`config.mk`:
```
export PLATFORM = sky130hd
export DESIGN_NAME = scan_decoder_flat
export DESIGN_NICKNAME = d
export VERILOG_FILES = /design/src/rtl/scan_decoder_pkg.sv /design/src/rtl/scan_decoder_if.sv /design/src/rtl/scan_decoder_decode_n.sv /design/src/rtl/scan_decoder.sv /design/src/flat_wrapper.sv
export SDC_FILE = /design/constraint.sdc
export NUM_CORES = 1
export LEC_CHECK = 0
export CAP_MARGIN = 20
export CORE_UTILIZATION = 52
export CTS_BUF_LIST = sky130_fd_sc_hd__clkbuf_4 sky130_fd_sc_hd__clkbuf_8
export CTS_CLUSTER_SIZE = 8
export DETAILED_ROUTE_END_ITERATION = 7
export MAX_ROUTING_LAYER = met4
export PLACE_DENSITY = 0.81
export SYNTH_ARGS = -nofsm -noshare
export SYNTH_HDL_FRONTEND = slang
export SYNTH_HIERARCHICAL = 1
export SYNTH_SLANG_ARGS = --single-unit
```
`constraint.sdc`:
```
create_clock -name clk -period 3.12 [get_ports clk]
set_input_delay 0.624 -clock clk [delete_from_list [all_inputs] [get_ports clk]]
set_output_delay 0.624 -clock clk [all_outputs]
set_load 0.01 [all_outputs]
```
`src/rtl/scan_decoder_pkg.sv`:
```
// Shared types and constants for the scan_decoder block.
package scan_decoder_pkg;

    typedef enum logic {
        DRIVE    = 1'b0,
        BLANKING = 1'b1
    } state_e;

    localparam logic MODE_DIRECT = 1'b0;
    localparam logic MODE_SCAN   = 1'b1;

endpackage

```
`src/rtl/scan_decoder_if.sv`:
```
// Control/output bundle between the CPU-side logic (master) and scan_decoder (slave).
interface scan_decoder_if #(
    parameter int unsigned SEL_W   = 4,
    parameter int unsigned N_OUT   = 10,
    parameter int unsigned DWELL_W = 8
) ();

    logic               mode;
    logic [SEL_W-1:0]   sel;
    logic               load;
    logic               tick;
    logic [DWELL_W-1:0] dwell;
    logic [N_OUT-1:0]   o;
    logic [SEL_W-1:0]   idx;
    logic               frame;

    modport master (
        output mode, sel, load, tick, dwell,
        input  o, idx, frame
    );

    modport slave (
        input  mode, sel, load, tick, dwell,
        output o, idx, frame
    );

endinterface

```
`src/rtl/scan_decoder_decode_n.sv`:
```
// Combinational binary to active-low one-hot decoder; all ones when disabled or out of range.
module decode_n #(
    parameter int unsigned SEL_W = 4,
    parameter int unsigned N_OUT = 10
) (
    input  logic [SEL_W-1:0] code,
    input  logic             enable,
    output logic [N_OUT-1:0] o
);

    // Codes >= N_OUT match no bit, so the output stays all ones.
    always_comb begin
        o = '1;
        for (int unsigned i = 0; i < N_OUT; i++) begin
            if (enable && (code == SEL_W'(i))) begin
                o[i] = 1'b0;
            end
        end
    end

endmodule

```
`src/rtl/scan_decoder.sv`:
```
// Registered active-low N-output decoder with a direct (latched code) mode and a
// scan mode that steps through the outputs with programmable dwell and blanking.
module scan_decoder
    import scan_decoder_pkg::*;
#(
    parameter int unsigned SEL_W   = 4,
    parameter int unsigned N_OUT   = 10,
    parameter int unsigned DWELL_W = 8,
    parameter int unsigned BLANK   = 1
) (
    input logic         clk,
    input logic         reset,
    scan_decoder_if.slave bus
);

    localparam int unsigned BLANK_W = (BLANK > 1) ? $clog2(BLANK) : 1;
    localparam logic [SEL_W-1:0]   LAST_IDX   = SEL_W'(N_OUT - 1);
    localparam logic [BLANK_W-1:0] BLANK_LAST = BLANK_W'(BLANK - 1);

    state_e             state_q, state_d;
    logic [SEL_W-1:0]   idx_q, idx_d;
    logic [SEL_W-1:0]   sel_q, sel_d;
    logic [DWELL_W-1:0] dwell_cnt_q, dwell_cnt_d;
    logic [BLANK_W-1:0] blank_cnt_q, blank_cnt_d;
    logic               mode_q;
    logic               frame_q, frame_d;
    logic [N_OUT-1:0]   o_q, o_d;
    logic [SEL_W-1:0]   idx_adv;
    logic               wrap;
    logic               code_en;

    always_comb begin
        sel_d       = bus.load ? bus.sel : sel_q;
        state_d     = state_q;
        idx_d       = idx_q;
        dwell_cnt_d = dwell_cnt_q;
        blank_cnt_d = blank_cnt_q;
        frame_d     = 1'b0;
        wrap        = (idx_q == LAST_IDX);
        idx_adv     = wrap ? '0 : idx_q + 1'b1;

        if (bus.mode == MODE_DIRECT) begin
            // Direct mode shows the code latched before this edge; the FSM stays parked.
            state_d     = DRIVE;
            idx_d       = sel_q;
            dwell_cnt_d = '0;
            blank_cnt_d = '0;
        end else if (mode_q != MODE_SCAN) begin
            state_d     = DRIVE;
            idx_d       = '0;
            dwell_cnt_d = '0;
            blank_cnt_d = '0;
        end else if (bus.tick) begin
            unique case (state_q)
                DRIVE: begin
                    // >= so a dwell lowered mid-step ends the step instead of stalling.
                    if (dwell_cnt_q >= bus.dwell) begin
                        dwell_cnt_d = '0;
                        if (BLANK > 0) begin
                            state_d = BLANKING;
                        end else begin
                            idx_d   = idx_adv;
                            frame_d = wrap;
                        end
                    end else begin
                        dwell_cnt_d = dwell_cnt_q + 1'b1;
                    end
                end
                BLANKING: begin
                    if (blank_cnt_q == BLANK_LAST) begin
                        blank_cnt_d = '0;
                        state_d     = DRIVE;
                        idx_d       = idx_adv;
                        frame_d     = wrap;
                    end else begin
                        blank_cnt_d = blank_cnt_q + 1'b1;
                    end
                end
                default: ;
            endcase
        end

        code_en = (state_d == DRIVE);
    end

    decode_n #(
        .SEL_W (SEL_W),
        .N_OUT (N_OUT)
    ) u_decode (
        .code   (idx_d),
        .enable (code_en),
        .o      (o_d)
    );

    always_ff @(posedge clk or posedge reset) begin
        if (reset) begin
            state_q     <= DRIVE;
            idx_q       <= '0;
            sel_q       <= '1;
            dwell_cnt_q <= '0;
            blank_cnt_q <= '0;
            mode_q      <= MODE_DIRECT;
            frame_q     <= 1'b0;
            o_q         <= '1;
        end else begin
            state_q     <= state_d;
            idx_q       <= idx_d;
            sel_q       <= sel_d;
            dwell_cnt_q <= dwell_cnt_d;
            blank_cnt_q <= blank_cnt_d;
            mode_q      <= bus.mode;
            frame_q     <= frame_d;
            o_q         <= o_d;
        end
    end

    assign bus.o     = o_q;
    assign bus.idx   = idx_q;
    assign bus.frame = frame_q;

endmodule

```
`src/flat_wrapper.sv`:
```
// flat-port wrapper written by rule: the top's interface ports become plain ports
module scan_decoder_flat import scan_decoder_pkg::*;
#(
    parameter int unsigned SEL_W   = 4,
    parameter int unsigned N_OUT   = 10,
    parameter int unsigned DWELL_W = 8,
    parameter int unsigned BLANK   = 1
)
  (clk, reset, bus_mode, bus_sel, bus_load, bus_tick, bus_dwell, bus_o, bus_idx, bus_frame);
  scan_decoder_if #(.SEL_W(SEL_W), .N_OUT(N_OUT), .DWELL_W(DWELL_W)) bus_i ();
  input logic clk;
  input logic reset;
  input wire logic [$bits(bus_i.mode)-1:0] bus_mode;
  input wire logic [$bits(bus_i.sel)-1:0] bus_sel;
  input wire logic [$bits(bus_i.load)-1:0] bus_load;
  input wire logic [$bits(bus_i.tick)-1:0] bus_tick;
  input wire logic [$bits(bus_i.dwell)-1:0] bus_dwell;
  output wire logic [$bits(bus_i.o)-1:0] bus_o;
  output wire logic [$bits(bus_i.idx)-1:0] bus_idx;
  output wire logic [$bits(bus_i.frame)-1:0] bus_frame;
  assign bus_i.mode = bus_mode;
  assign bus_i.sel = bus_sel;
  assign bus_i.load = bus_load;
  assign bus_i.tick = bus_tick;
  assign bus_i.dwell = bus_dwell;
  assign bus_o = bus_i.o;
  assign bus_idx = bus_i.idx;
  assign bus_frame = bus_i.frame;
  scan_decoder #(.SEL_W(SEL_W), .N_OUT(N_OUT), .DWELL_W(DWELL_W), .BLANK(BLANK)) u_core (.clk(clk), .reset(reset), .bus(bus_i));
endmodule
```
* After elaboration in Yosys (flattened, before gate mapping)
Cells that the tools add are included.
** Storage, ports and cells
- Flip-flop bits (word level) :: 30
- Input port bits :: 17
- Output and inout bits :: 15
- Word-level logic and storage cells :: 77
** Cells by class
- Add/sub/neg operators :: 3
- $lt $le $gt $ge :: 1
- Equal/unequal tests :: 13
- Multiplexer cells :: 37
- Bitwise logic cells :: 2
- Reduce and logical (&&, ||, !) cells :: 13
** Operators with widths (count)
- two-way mux 8 bit :: 5
- two-way mux 1 bit :: 24
- two-way mux 4 bit :: 5
- == test 4 x 3 -> 1 bit, second input constant :: 4
- == test 4 bit, second input constant :: 3
- logical AND 1 bit :: 10
- adder 8 x 1 -> 8 bit, second input constant :: 1
- == test 4 x 2 -> 1 bit, second input constant :: 2
- >= comparator 8 bit :: 1
- one-hot mux 4 bit (2 select lines) :: 1
- != test 3 bit, second input constant :: 2
- adder 4 x 1 -> 4 bit, second input constant :: 1
- == test 4 x 1 -> 1 bit, second input constant :: 1
- zero test 4 bit :: 1
- one-hot mux 1 bit (2 select lines) :: 2
- AND reduction 2 bit :: 2
- != test 3 x 2 -> 1 bit, second input constant :: 1
- inverter 1 bit :: 2
- adder 1 bit, second input constant :: 1

* Depth between registers and ports, before layout
Gate-level depths: netlist (run 1).
- Word-level depth :: 10
- Gate-level depth with buffers :: 8
- Depth with buffers taken out :: 8

* Cells and area by module
Netlist (run 1), hierarchy kept.
** Modules (own cells, without submodules)
- scan_decoder :: times used 1, cells each 126, area each 1411.4 µm², seq. area each 743.2 µm²
- decode_n :: times used 1, cells each 15, area each 90.1 µm², seq. area each 0.0 µm²

* Worst setup path after synthesis (run 1)
OpenSTA, ideal clock, no wires.
- Path kind :: input -> register
- Start :: in bus_dwell[0]
- End :: reg u_core.dwell_cnt_q[3]
- Setup time :: 101 ps
- Arrival time :: 2290 ps
- Required time :: 3019 ps
- Slack :: 730 ps
- Stages :: 6
- Path buffers :: 0
- Cell sequence :: ha_1 > nand2b_4 > a2111o_1 > a311oi_4 > nand2_4 > o311ai_2
** On the way
- Cells in the longest elaborated chain, start to end :: 6
** RTL lines
- start, declared :: RTL line flat_wrapper.sv:17 : input wire logic [$bits(bus_i.dwell)-1:0] bus_dwell;
- >= comparator 8 bit :: RTL line scan_decoder.sv:57 : if (dwell_cnt_q >= bus.dwell) begin
- two-way mux 8 bit :: RTL line scan_decoder.sv:57
- two-way mux 8 bit :: RTL line scan_decoder.sv:54 : unique case (state_q)
- two-way mux 8 bit :: RTL line scan_decoder.sv:53 : end else if (bus.tick) begin
- two-way mux 8 bit :: RTL line scan_decoder.sv:48 : end else if (mode_q != MODE_SCAN) begin
- two-way mux 8 bit :: RTL line scan_decoder.sv:42 : if (bus.mode == MODE_DIRECT) begin
- end signal, assigned :: RTL line scan_decoder.sv:109 : dwell_cnt_q <= dwell_cnt_d;
- end, declared :: RTL line scan_decoder.sv:23 : logic [DWELL_W-1:0] dwell_cnt_q, dwell_cnt_d;
Every way passes these cells. The select of a mux whose other input is x is not followed.
A chain may end at the register's enable or synchronous reset.

* Worst setup path after layout (run 1)
- Start :: in bus_dwell[0]
- End :: reg u_core.o_q[9], in the netlist u_core/bus.o[9]
** On the way
- Cells in the longest elaborated chain, start to end :: 9
** RTL lines
- >= comparator 8 bit :: RTL line scan_decoder.sv:57
- two-way mux 1 bit :: RTL line scan_decoder.sv:57
- one-hot mux 1 bit (2 select lines) :: RTL line scan_decoder.sv:54
- two-way mux 1 bit :: RTL line scan_decoder.sv:53
- two-way mux 1 bit :: RTL line scan_decoder.sv:48
- two-way mux 1 bit :: RTL line scan_decoder.sv:42
- inverter 1 bit :: RTL line scan_decoder.sv:83 : code_en = (state_d == DRIVE);
- net u_core.code_en :: RTL line scan_decoder.sv:30 : logic code_en;
- logical AND 1 bit :: RTL line scan_decoder_decode_n.sv:15 : if (enable && (code == SEL_W'(i))) begin
- two-way mux 1 bit :: RTL line scan_decoder_decode_n.sv:15
- net u_core.o_d[9] :: RTL line scan_decoder.sv:27 : logic [N_OUT-1:0] o_q, o_d;
- end signal, assigned :: RTL line scan_decoder.sv:104 : o_q <= '1;
- end signal, assigned :: RTL line scan_decoder.sv:113 : o_q <= o_d;
- end, declared :: RTL line scan_decoder.sv:27
The timed path passes the listed nets, and every way through them passes these cells.

==> results.md, run 1 <==
* Non-filler cells, final at ~210
* Reg2Reg Capture Point: u_core/bus.o[9]$_DFF_PP1_
* Combined global-route utilization of all metal layers at approximately 22%
* Post-synthesis cell area at 1501 um^2
* Total of endpoints with negative setup slack in the final report at 0
* Nature of the critical path endpoint: flip-flop
* Total via count after detailed routing at 1,197
* Number of distinct library cells after synthesis at 35
* Layout overhead on the synthesized area at 29.92%
* Number of vias per cell at 5.646
* Number of core rows at 19
* Placed Instances at 204
* Number of buffers added by the clock tree synthesis step at 5
* Core area at approximately 2700 um^2
* DRC violation total after the first TritonRoute iteration at 88
* Pin count of the biggest net entering global routing at 20
* Layout fillers at 215
* Final HPWL from detailed placement at ~2200 um
* Final period utilization at a little over four fifths
* Global-route wire length before repair at 5195 um
* Register-to-register setup slack at slightly below 0.7 ns
* Die width at 55.74 um
* Total area of sequential cells at 743.2 um^2
* Skew-Pair Late Insertion Delay at ~0.32 ns
* Area of combinational cells with multiple inputs at 705.7 um^2
* Clock Path Buffers at 2
* Hold slack final at 0.5111 ns
* Total power of the final layout at 872.8 uW
* Required time at the worst-slack endpoint at approximately 3.4 ns
* Vert. Die Dim at approximately 56 um
* Endpoint of the most critical setup path: u_core/bus.o[9]$_DFF_PP1_
* Number of nets in the final layout at 206
* Async set-reset flop share out of synthesis at 100.0%
* Post-synthesis sequential area ratio at 49.50%
* Outcome: complete, no violations
* Via count of the first global-routing pass at roughly 1,200
* Clock period minus final worst setup slack at 2.643 ns
* Layout cell share with drive strength beyond 1 at between 10% and 20%
* Start-to-end type of the worst setup path: primary input to flip-flop
* GRT Residual Overflow at 0
* Cell leakage power at 0.0008541 uW
* Initial DRT Pass Iterations at 4
* Count of final max-slew check failures at 0
* Final number of hold-violating endpoints at 0
* Post-CTS setup buffers at 0
* # clock sinks at 29
* Initial cell density of the core at 54.92%
* Arrival time of the worst setup path at 2.88 ns
* H-tree lvl count at 2
* Aggregate routed wire length at between 2000 and 3000 um
* Worst Clk Skew at ~0.0057 ns
* Number of flops mapped to enable cells by yosys at 0
* Setup TNS at 0 ns
* Remaining number of nets flagged by the antenna check after routing at 0
* Die area at 3106 um^2
* Headroom to the max-slew limit at 52.76%
* Power density over the cells at 447.4 nW/um^2
* Ys flop type: dfrtp_1
* Worst hold path type: flip-flop to flip-flop
* Number of antenna violations at the first check in global routing at 0
* Final weighted congestion of routability-driven global placement at 0.8055
* TritonCTS clock tree: built
* # resized after CTS at 0
* Maximum vdd drop at 0.5995 mV
* Clock tree root buffer cell: clkbuf_4
* Mapped Cells at roughly 140
* Number of hold-repair buffers added at the cts stage at 0
* Avg Cell Area, Syn at roughly 11 um^2
* Worst Setup SP: bus_dwell[0]
* Clock transition time at the flip-flop clock pins of the worst setup and hold paths at roughly 0.090 ns
* Worst R2R Start: u_core/dwell_cnt_q[0]$_DFFE_PP0P_
* Count of state elements after synthesis at 29
* Element type at the critical path start: primary input
* Max Cap Violations at 0
* Post-Syn Nets at between 150 and 200
* DR WL/cell at 14.12 um
* Top-level port count at 32
* Unrepaired setup endpoints after global routing: no
* Count of port buffers added during placement at 31
* Number of inserted diodes at 0
* Remaining design rule violation count at 0
* Transition time at the pin with the least slew margin at around 0.71 ns
* Maximum fanout count along the critical path at 6
* Path depth of the worst reg2reg path at 8
* Timing-limited maximum frequency at 0.3784 GHz
* Number of warnings issued by yosys at 6
[cell usage after synthesis (3+ instances only)]
cell | count | area share, %
nand3_1 | 14 | 4.7
o311ai_2 | 4 | 4.3
dfrtp_1 | 15 | 25
o22ai_1 | 3 | 1.3
nor2_1 | 3 | 0.75
o21ai_0 | 5 | 1.7
nand2b_1 | 4 | 1.7
a31oi_1 | 3 | 1.3
dfstp_2 | 14 | 24
nor2b_1 | 3 | 1.3
ha_1 | 9 | 7.5
and3_1 | 3 | 1.3
nand4_1 | 3 | 1.3
nand2_1 | 17 | 4.2
a21oi_1 | 5 | 1.7
inv_1 | 13 | 3.3
[cells in the final DEF (no fill, tap or decap), types with 2 or more instances in the layout]
cell type        Yosys  final
a21oi_1              5      5
a31oi_1              3      3
and2b_1              2      2
and3_1               3      3
buf_4                0      2
clkbuf_4             0      6
clkdlybuf4s50_1      0     31
dfrtp_1             15     15
dfstp_2             14     14
ha_1                 9      9
inv_1               13     13
nand2_1             17     17
nand2b_1             4      4
nand3_1             14     14
nand3b_1             2      2
nand4_1              3      3
nor2_1               3      3
nor2b_1              3      3
o21ai_0              5      5
o21ai_1              2      2
o22ai_1              3      3
o311ai_2             4      4
xor2_1               2      2
[layout make-up]
class | count | share of cell area (%)
timing repair buffer | 33 | 16.68
sequential | 29 | 38.10
tap | 31 | 1.988
clock buffer | 7 | 3.015
clock inverter | 1 | 1.539
multi-input combinational | 98 | 36.18
inverter | 13 | 2.502
[worst min path at each step]
stage | startpoint | end | slack, ns | depth (start not counted)
2_1_floorplan | u_core/sel_q[1]$_DFFE_PP1P_ | u_core/sel_q[1]$_DFFE_PP1P_ | 0.46 | 2
3_3_place_gp | u_core/sel_q[1]$_DFFE_PP1P_ | u_core/sel_q[1]$_DFFE_PP1P_ | 0.50 | 2
3_5_place_dp | u_core/sel_q[1]$_DFFE_PP1P_ | u_core/sel_q[1]$_DFFE_PP1P_ | 0.50 | 2
4_1_cts | u_core/sel_q[2]$_DFFE_PP1P_ | u_core/sel_q[2]$_DFFE_PP1P_ | 0.52 | 2
5_1_grt | u_core/sel_q[2]$_DFFE_PP1P_ | u_core/sel_q[2]$_DFFE_PP1P_ | 0.54 | 2
6_report | u_core/sel_q[1]$_DFFE_PP1P_ | u_core/sel_q[1]$_DFFE_PP1P_ | 0.51 | 2
[logic make-up (layout without fill, tap and decap cells)]
kind of cell / Yosys count / count (layout) / share of synthesized area, %
AOI/OAI and AO/OA: 27 / 27 / 15.17
xor gates and xnor gates: 2 / 2 / 1.167
adders and majority gates: 9 / 9 / 7.500
buffers and inverters: 14 / 54 / 3.500
DFF: 29 / 29 / 49.50
muxes: 2 / 2 / 1.417
and+or+nand+nor: 58 / 58 / 21.75
[state kept, by name, indices dropped and copies added, names as in the netlist]
signal,cells
u_core/dwell_cnt_q,8
u_core/state_q,1
u_core/mode_q,1
u_core/sel_q,4
u_core/bus.frame,1
u_core/bus.idx,4
u_core/bus.o,10
[routing by layer]
metal | up-vias | GRT usage (%) | wire [um]
met1 | 568 | 28.17 | 1375
met3 | 10 | 5.814 | 151
met5 | - | - | 0
met4 | 0 | 11.07 | 65
met2 | 29 | 33.39 | 1401
li1 | 590 | - | -
[power by group]
part / internal (uW) / switching (uW) / total (uW)
clock: 200 / 125 / 325
sequential: 404 / 12.3 / 417
combinational: 66.7 / 64.2 / 131
total: 671 / 202 / 873
[critical path, stage by stage]
cell and delay, ns:
clkdlybuf4s50_1 0.40, ha_1 0.29, nand2b_4 0.13, a2111o_1 0.46, a31oi_1 0.29, o22a_1 0.28
nor3b_2 0.29, nand3_1 0.12
[per-stage QoR]
stage,utilization [%],cell area [um^2],setup slack [ns]
6_report,71.35,1951,0.4771
3_3_place_gp,68.10,1862,0.1903
3_5_place_dp,68.10,1862,0.1173
4_1_cts,71.35,1951,0.4736
5_1_grt,71.35,1951,0.3112
2_1_floorplan,-,1501,0.7295
Power figures use the tool's default switching activity.
==> inputs of run 2 (changes only) <==
==> constraint.sdc (replaced) <==
create_clock -name clk -period 2.7 [get_ports clk]
set_input_delay 0.54 -clock clk [delete_from_list [all_inputs] [get_ports clk]]
set_output_delay 0.54 -clock clk [all_outputs]
set_load 0.01 [all_outputs]
==> run 2 against run 1 <==
  * Register-to-register slack got worse by 0.33 ns
  * Via count grew 1.7%
  * Clock skew about the same
  * Highest routed layer unchanged
==> results.md, run 2 (same netlist as run 1, synthesis figures left out) <==
* Number of nets in the final layout at 211
* Final HPWL from detailed placement at 2422 um
* Timing-limited maximum frequency at 0.4028 GHz
* Remaining number of nets flagged by the antenna check after routing at 0
* Initial DRT Pass Iterations at 4
* # resized after CTS at 0
* Skew-Pair Late Insertion Delay at 0.32 ns
* GRT Residual Overflow at 0
* Largest delay contributor family on the critical path: compound AO/OA/AOI/OAI gates
* Count of final max-slew check failures at 0
* Count of port buffers added during placement at 31
* Terminating pin of the worst hold path: u_core/sel_q[1]$_DFFE_PP1P_
* Buffer and inverter count on the worst path at 1
* Clock period minus final worst setup slack at 2.483 ns
* Flip-flop count of the largest register after layout at 10
* Combined global-route utilization of all metal layers at between 20% and 30%
* Number of antenna violations at the first check in global routing at 0
* Outcome: complete, no violations
* Maximum fanout count along the critical path at 6
* Hold path depth at 2
* Clock transition time at the flip-flop clock pins of the worst setup and hold paths at about 0.09 ns
* Top-level port count at 32
* Headroom to the max-slew limit at between 60 and 70%
* Number of buffers added by the clock tree synthesis step at 5
* Total of endpoints with negative setup slack in the final report at 0
* # clock sinks at 29
* Number of inserted diodes at 0
* Max Cap Violations at 0
* Number of hold-repair buffers added at the cts stage at 0
* TritonCTS clock tree: built
* Layout overhead on the synthesized area at 32.42%
* Layout cell share with drive strength beyond 1 at 20.97%
* Final weighted congestion of routability-driven global placement at between 0.8 and 0.9
* Post-route cell area at approximately 2000 um^2
* Clock tree root buffer cell: clkbuf_4
* Arrival time of the worst setup path at 2.72 ns
* Layout fillers at 214
* Crit-path cells: clkdlybuf4s50_1 > ha_1 > nand2b_4 > a2111o_1 > a31oi_1 > o22a_1 > nor3b_2 > nand3_1
* Final design utilization at 72.72%
* Global-route wire length before repair at 5609 um
* Final number of hold-violating endpoints at 0
* Longest individual stage delay on the worst path at 0.45 ns
* Number of core rows at 19
* Aggregate routed wire length at 3268 um
* Worst Clk Skew at ~0.0055 ns
* Element type at the critical path start: primary input
* DR WL/cell at roughly 15 um
* Vert. Die Dim at 55.74 um
* Remaining design rule violation count at 0
* Top library cells by usage in the layout, fill and taps aside: clkdlybuf4s50_1 (31), nand2_1 (17), dfrtp_1 (15), nand3_1 (14), dfstp_2 (14)
* Via count of the first global-routing pass at 1,266
* Reg2Reg Capture Point: u_core/bus.o[9]$_DFF_PP1_
* Clock Path Buffers at 2
* Path depth of the worst reg2reg path at 8
* Unrepaired setup endpoints after global routing: no
* Total power of the final layout at ~1000 uW
* Highest-delay cell along the critical path: a2111o_1
* Nature of the critical path endpoint: flip-flop
* Placed Instance Area at 1899 um^2
* Die width at 55.74 um
* Power density over the cells at between 500 and 600 nW/um^2
* H-tree lvl count at 2
* Core area at 2734 um^2
* Maximum vdd drop at 0.5651 mV
* Total via count after detailed routing at 1,217
* Number of vias per cell at 5.608
* Cell leakage power at between 0.0008 and 0.0009 uW
* Final period utilization at 91.95%
* Worst R2R Start: u_core/dwell_cnt_q[0]$_DFFE_PP0P_
* Register-to-register setup slack at 0.36 ns
* Pin count of the biggest net entering global routing at 30
* Most common cell after layout, fill and taps aside: clkdlybuf4s50_1
* Start-to-end type of the worst setup path: primary input to flip-flop
* Start point of the worst min-delay path: u_core/sel_q[1]$_DFFE_PP1P_
* Worst hold path type: flip-flop to flip-flop
* Required time at the worst-slack endpoint at slightly below 3 ns
* DRC violation total after the first TritonRoute iteration at 55
* Post-CTS setup buffers at 0
* Die area at 3106 um^2
* Initial cell density of the core at 54.92%
* Transition time at the pin with the least slew margin at 0.4931 ns
-- run 2: cell count changes in the layout (fill, tap and decap cells not counted) --
cell,before,now
buf_4,2,7
-- run 2: layout make-up --
| cell class | count | area, um^2 | share of cell area (%) |
|---|---|---|---|
| well taps | 31 | 38.79 | 1.951 |
| repair buffers | 38 | 362.8 | 18.25 |
| clock inverters | 1 | 30.03 | 1.510 |
| inverters | 13 | 48.80 | 2.454 |
| clock buffers | 7 | 58.81 | 2.958 |
| flip-flops and latches | 29 | 743.2 | 37.38 |
| multi-input cells | 98 | 705.7 | 35.49 |
-- run 2: through the flow --
stage	cells	setup slack, ns	hold WS [ns]	setup TNS [ns]
floorplan	141	0.3935	0.4597	0
global placement	209	-0.08657	0.4958	-0.2602
detailed placement	209	-0.1277	0.5004	-0.5636
CTS	217	0.2272	0.5135	0
global route	217	0.09664	0.5227	0
finish	217	0.2173	0.5115	0
-- run 2: worst max path at each step --
| stage | slack (ns) | endpoint | cells past startpoint | from |
|---|---|---|---|---|
| 2_1_floorplan | 0.39 | u_core/dwell_cnt_q[3]$_DFFE_PP0P_ | 6 | bus_dwell[0] |
| 3_3_place_gp | -0.09 | u_core/bus.o[9]$_DFF_PP1_ | 8 | bus_dwell[0] |
| 3_5_place_dp | -0.13 | u_core/bus.o[9]$_DFF_PP1_ | 8 | bus_dwell[0] |
| 4_1_cts | 0.23 | u_core/bus.o[9]$_DFF_PP1_ | 8 | bus_dwell[0] |
| 5_1_grt | 0.1 | u_core/bus.o[8]$_DFF_PP1_ | 8 | bus_dwell[0] |
| 6_report | 0.22 | u_core/bus.o[9]$_DFF_PP1_ | 8 | bus_dwell[0] |
-- run 2: worst register-to-register path, delay by kind of cell (launching register included) --
family | cells | cell delay, ns
compound gates | 3 | 0.97
buf+inv | 1 | 0.06
simple gates | 3 | 0.53
fa+ha+maj | 1 | 0.26
flops | 1 | 0.44
-- run 2: report_power, final --
group | switching, uW | total, uW | internal (uW) | leakage, uW
Sequential | 14.0 | 481 | 467 | 0.000349
Clock | 147 | 379 | 231 | 0.0000489
Combinational | 75.5 | 158 | 82.6 | 0.000480
-- run 2: per-layer routing --
layer	global-route usage, %	routed length [um]	share of wire, %	vias to the layer above
met5	-	0	0	-
met4	13.93	53	1.6	0
met3	5.814	174	5.3	7
met2	36.66	1604	49	42
met1	30.79	1436	44	575
li1	-	-	-	593
==> inputs of run 3 (changes only) <==
--- a/config.mk
+++ b/config.mk
@@ -10,6 +10,7 @@
 export CTS_BUF_LIST = sky130_fd_sc_hd__clkbuf_4 sky130_fd_sc_hd__clkbuf_8
 export CTS_CLUSTER_SIZE = 8
 export DETAILED_ROUTE_END_ITERATION = 7
+export GPL_ROUTABILITY_DRIVEN = 1
 export MAX_ROUTING_LAYER = met4
 export PLACE_DENSITY = 0.81
 export SYNTH_ARGS = -nofsm -noshare
==> results of run 3 <==
The final DEF is identical to that of run 2; final timing and power are the same.
